File: src/rtl/rega_pkg.sv
// rega_pkg: shared types and constants for the irrigation-cycle sequencer.
package rega_pkg;
    typedef logic [3:0] bcd_t;
    typedef enum logic [1:0] {IDLE, RUN, PAUSE, DONE} state_t;
    localparam bcd_t BCD_MAX = 4'd9;
    localparam bcd_t BCD_ZERO = 4'd0;
endpackage

File: src/rtl/bcd_digit_down.sv
// bcd_digit_down: one BCD decade down-counter with load and borrow-out.
module bcd_digit_down import rega_pkg::*; (
    input  logic clk,
    input  logic rst,
    input  logic load,
    input  bcd_t val,
    input  logic en,
    output bcd_t digit,
    output logic borrow
);
    assign borrow = en && digit == BCD_ZERO;
    always_ff @(posedge clk)
        if (rst) digit <= BCD_ZERO;
        else if (load) digit <= val;
        else if (en) digit <= borrow ? BCD_MAX : digit - 4'd1;
endmodule

File: src/rtl/rega_timer_ctrl.sv
// rega_timer_ctrl: watering-cycle sequencer driving the valve from a BCD countdown.
// Rain pause is compiled in with REGA_RAIN_PAUSE_EN.
module rega_timer_ctrl import rega_pkg::*; (
    input  logic clk,
    input  logic rst,
    input  logic tick,
    input  logic start,
    input  logic stop,
    input  logic dry,
    input  logic rain,
    input  bcd_t dur_t,
    input  bcd_t dur_u,
    output logic valve,
    output logic busy,
    output logic done,
    output logic err,
    output bcd_t cnt_t,
    output bcd_t cnt_u
);
    state_t state, state_n;
    logic pause_req, bad, zero, go, abort, en_u, bor_u, bor_t, last, load;
    logic valve_n, busy_n, done_n, err_n;
`ifdef REGA_RAIN_PAUSE_EN
    assign pause_req = rain;
`else
    assign pause_req = rain & 1'b0;
`endif
    assign bad = dur_t > BCD_MAX || dur_u > BCD_MAX;
    assign zero = dur_t == BCD_ZERO && dur_u == BCD_ZERO;
    assign go = state == IDLE && start && !bad && dry && !zero;
    assign abort = (state == RUN || state == PAUSE) && stop;
    assign en_u = state == RUN && tick && !stop && !pause_req;
    assign last = cnt_t == BCD_ZERO && cnt_u == 4'd1;
    // a tens borrow would mean counting below 00: clamp by reloading zeros
    assign load = go || abort || bor_t;
    bcd_digit_down u_units (
        .clk(clk), .rst(rst), .load(load), .val(go ? dur_u : BCD_ZERO),
        .en(en_u), .digit(cnt_u), .borrow(bor_u)
    );
    bcd_digit_down u_tens (
        .clk(clk), .rst(rst), .load(load), .val(go ? dur_t : BCD_ZERO),
        .en(bor_u), .digit(cnt_t), .borrow(bor_t)
    );
    always_ff @(posedge clk) begin
        if (rst) begin
            state <= IDLE;
            valve <= 1'b0;
            busy <= 1'b0;
            done <= 1'b0;
            err <= 1'b0;
        end else begin
            state <= state_n;
            valve <= valve_n;
            busy <= busy_n;
            done <= done_n;
            err <= err_n;
        end
    end
    always_comb begin
        state_n = IDLE;
        case (state)
            IDLE:    state_n = go ? RUN : IDLE;
            RUN:     state_n = stop ? IDLE : pause_req ? PAUSE : (tick && last) ? DONE : RUN;
            PAUSE:   state_n = stop ? IDLE : pause_req ? PAUSE : RUN;
            default: state_n = IDLE;
        endcase
    end
    always_comb begin
        valve_n = state_n == RUN;
        busy_n = state_n == RUN || state_n == PAUSE;
        done_n = state_n == DONE || (state == IDLE && start && !bad && dry && zero);
        err_n = state == IDLE && start && bad;
    end
endmodule

File: config.mk
export PLATFORM = sky130hd
export DESIGN_NAME = rega_timer_ctrl
export DESIGN_NICKNAME = d
export VERILOG_FILES = /design/src/rtl/rega_pkg.sv /design/src/rtl/bcd_digit_down.sv /design/src/rtl/rega_timer_ctrl.sv
export SDC_FILE = /design/constraint.sdc
export NUM_CORES = 1
export LEC_CHECK = 0
export ABC_AREA = 1
export BUFFER_PORTS_ARGS = -buffer_cell sky130_fd_sc_hd__buf_2
export CAP_MARGIN = 20
export CORE_MARGIN = 4
export CORE_UTILIZATION = 50
export CTS_BUF_LIST = sky130_fd_sc_hd__clkbuf_16
export CTS_CLUSTER_DIAMETER = 30
export DETAILED_ROUTE_END_ITERATION = 12
export PLACE_DENSITY = 0.74
export SYNTH_ARGS = -nofsm -noshare
export SYNTH_HDL_FRONTEND = slang
export SYNTH_SLANG_ARGS = --single-unit
File: constraint.sdc
create_clock -name clk -period 4.6 [get_ports clk]
set_clock_uncertainty 0.05 [all_clocks]
set_input_delay 0.46 -clock clk [delete_from_list [all_inputs] [get_ports clk]]
set_output_delay 0.46 -clock clk [all_outputs]
set_load 0.02 [all_outputs]
==> impl_metrics.env <==
export IMPL_finalSetupViolations=0
export IMPL_critical_path_cell_chain="inv_1 > ha_1 > nand2_2 > nor2_4 > nand2_1 > nand2_1 > nor2_2 > nand3_1 > nand2_1 > nor2_1"
export IMPL_routed_wirelength_um=2310
export IMPL_power_sequential_fraction=0.341
export IMPL_arrival_ns=1.85
export IMPL_place_gp_congestion=0.871
export IMPL_max_cap_violations=0
export IMPL_dr_first_iter_drc_count=19
export IMPL_routed_wire_length_per_instance_um=11.0
export IMPL_worst_slack_ns=2.83
export IMPL_power_density_nw_per_um2=317
export IMPL_cts_repair_resize_count=0
export IMPL_synth_distinct_cells=22
export IMPL_final_seq_area_um2=280
export IMPL_timing_final_crit_period_ns=1.77
export IMPL_grt_setup_unrepaired="no"
export IMPL_pin_count_of_the_biggest_net_entering_global_routing=12
export IMPL_yosys_warnings=0
export IMPL_num_nets_final=210
export IMPL_post_synth_net_total=181
export IMPL_total_power_mw=0.395
export IMPL_netSwitchingFraction=0.291
export IMPL_synth_area_per_cell_um2=6.57
export IMPL_route_detailed_vias_per_inst=4.90
export IMPL_synthesis_instances=156
export IMPL_core_area_um2=1960
export IMPL_layout_cell_area_non_filler_um2=1250
export IMPL_power_share_combinational=0.252
export IMPL_cts_path_max_buffers=2
export IMPL_maxClockFrequency_ghz=0.565
export IMPL_p_int_mw=0.280
export IMPL_preCtsSetupSlack_ns=2.70
export IMPL_power_net_switching_mw=0.115
export IMPL_hold_path_class="in -> reg"
export IMPL_clock_power_share=0.407
export IMPL_final_cycle_share=0.385
export IMPL_finalSetupTns_ns=0
export IMPL_core_rowCount=16
export IMPL_critical_path_startpoint_type="flip-flop"
export IMPL_timing_slew_headroom=0.712
export IMPL_reg_clk_slew_reported_paths_ns=0.05
export IMPL_syn_cell_area_um2=1020
export IMPL_status="finished clean"
export IMPL_grt_total_usage=0.182
export IMPL_detail_route_drc_violations=0
export IMPL_fillerInstances=195
export IMPL_hold_path_startpoint="rst"
export IMPL_multi_input_comb_area_um2=658
export IMPL_grt_ovfl_total=0
export IMPL_clock_sinks=14
export IMPL_antennaDiodeCount=0
export IMPL_ys_seq_area_frac=0.274
export IMPL_clkLatencyLatePin_ns=0.24
export IMPL_timing_worst_setup_path_type="reg -> reg"
export IMPL_area_delta_synth_final_pct=21.7
export IMPL_clockRootBuffer="sky130_fd_sc_hd__clkbuf_16"
export IMPL_end_kind="flip-flop"
export IMPL_cts_inserted_buffers=3
export IMPL_first_global_vias=970
export IMPL_cts_hold_buffers=0
export IMPL_dieHeight_um=53.3
export IMPL_post_cts_repair_setup_buffers=0
export IMPL_required_ns=4.68
export IMPL_die_w_um=53.3
export IMPL_cell_with_the_most_instances_on_the_worst_path="sky130_fd_sc_hd__nand2_1"
export IMPL_ant_nets=0
export IMPL_detailedRoute_firstPassIterationCount=4
export IMPL_fp_dieArea_um2=2840
export IMPL_cpPeakStageDelay_ns=0.36
export IMPL_grt_pass1_wl_um=3770
export IMPL_placedInstanceArea_um2=1170
export IMPL_via_count=1028
export IMPL_final_hold_slack_ns=0.409
export IMPL_num_io_pins=27
export IMPL_irDropWorstVdd_uv=170
export IMPL_rr_startpoint="u_units.digit[0]$_SDFFE_PP0P_"
export IMPL_slowest_stage="sky130_fd_sc_hd__dfxtp_1"
export IMPL_initial_utilization=0.522
export IMPL_path_max_fanout=11
export IMPL_layout_drive_gt1_share=0.240
export IMPL_timing_critical_path_from="u_units.digit[0]$_SDFFE_PP0P_"
export IMPL_io_buf_count=25
export IMPL_tightestPinTransition_ns=0.431
export IMPL_final_max_slew_violation_count=0
export IMPL_finalHoldViolCount=0
export IMPL_htree_levels=1
export IMPL_synth_seq_cells=14
export IMPL_p_leak_nw=0.684
export IMPL_grt_antenna_before_repair=0
export IMPL_cts_tree="built"
export IMPL_hpwlAfterDp_um=1840
## worst max-delay path: cells and delay by family, from the launching register on
family	cells	cell delay, ns
buf+inv	1	0.09
flops	1	0.36
simple gates	8	0.91
fa+ha+maj	1	0.25
## metrics by stage
| stage | std cells | utilization |
|---|---|---|
| floorplan | 156 | - |
| global placement | 207 | 0.598 |
| detailed placement | 207 | 0.598 |
| CTS | 210 | 0.636 |
| global route | 210 | 0.636 |
| finish | 210 | 0.636 |
## layout by cell type, fill, tap and decap left out, drive strengths merged
master	n
o21ai	3
clkbuf	3
and3	1
inv	20
nand4	1
nand3	22
xnor2	1
a21oi	1
buf	25
nor2	35
a21boi	1
dfxtp	14
ha	10
nand3b	1
nand2	43
xor2	2
## Yosys cell counts
cell type | count | area share
sky130_fd_sc_hd__a21oi_1 | 1 | 0.0049
sky130_fd_sc_hd__nand2_2 | 2 | 0.012
sky130_fd_sc_hd__buf_6 | 1 | 0.011
sky130_fd_sc_hd__nand2_1 | 40 | 0.15
sky130_fd_sc_hd__o21ai_1 | 2 | 0.0098
sky130_fd_sc_hd__nor2_2 | 5 | 0.031
sky130_fd_sc_hd__a21boi_2 | 1 | 0.011
sky130_fd_sc_hd__nand2_4 | 1 | 0.011
sky130_fd_sc_hd__o21ai_0 | 1 | 0.0049
sky130_fd_sc_hd__nand4_1 | 1 | 0.0061
sky130_fd_sc_hd__dfxtp_1 | 14 | 0.27
sky130_fd_sc_hd__nand3_1 | 21 | 0.10
sky130_fd_sc_hd__inv_1 | 16 | 0.059
sky130_fd_sc_hd__nor2_4 | 2 | 0.022
sky130_fd_sc_hd__nand3b_1 | 1 | 0.0073
sky130_fd_sc_hd__xnor2_1 | 1 | 0.0085
sky130_fd_sc_hd__xor2_1 | 2 | 0.017
sky130_fd_sc_hd__nor2_1 | 28 | 0.10
sky130_fd_sc_hd__nand3_4 | 1 | 0.017
sky130_fd_sc_hd__and3_1 | 1 | 0.0061
sky130_fd_sc_hd__ha_1 | 10 | 0.12
sky130_fd_sc_hd__inv_2 | 4 | 0.015
## area by class of cell
| cell class | count | share of cell area |
|---|---|---|
| clock buffer | 3 | 0.0602 |
| inverter | 20 | 0.0602 |
| tap | 27 | 0.0271 |
| multi-input combinational | 121 | 0.528 |
| sequential | 14 | 0.225 |
| timing repair buffer | 25 | 0.100 |
## layer usage
metal	up-vias	global-route usage	routed length, um
met5	-	0	0
met3	8	0.0366	97
met4	0	0.0681	40
li1	540	-	-
met1	454	0.208	979
met2	26	0.324	1190
## power groups by stage
stage,logic [mW],registers (mW),clock network (mW)
finish,0.0995,0.135,0.161
global route,0.112,0.135,0.169
CTS,0.0998,0.135,0.166
detailed placement,0.0982,0.137,0
global placement,0.0967,0.137,0
floorplan,0.0637,0.145,0
## logic make-up (layout without fill, tap and decap cells)
family	Yosys count	count (layout)	share of synthesized area
buffers and inverters	21	48	0.0842
flip-flops	14	14	0.274
AND/OR/NAND/NOR	103	103	0.464
AO/OA/AOI/OAI	5	5	0.0305
adder cells (fa/ha/maj)	10	10	0.122
XOR/XNOR	3	3	0.0256
## state kept, by name (all words and copies together) (netlist names)
name / count
busy: 1
u_tens.digit: 4
err: 1
valve: 1
done: 1
u_units.digit: 4
state: 2
## path summary, 6_finish.rpt
check	end	slack, ns	depth (start not counted)
max reg2reg	u_units.digit[3]$_SDFFE_PP0P_	2.83	10
min	busy$_SDFF_PP0_	0.41	2
min reg2reg	u_tens.digit[2]$_SDFFE_PP0P_	0.55	4
max	u_units.digit[3]$_SDFFE_PP0P_	2.83	10
(Power assumes the default switching activity.)
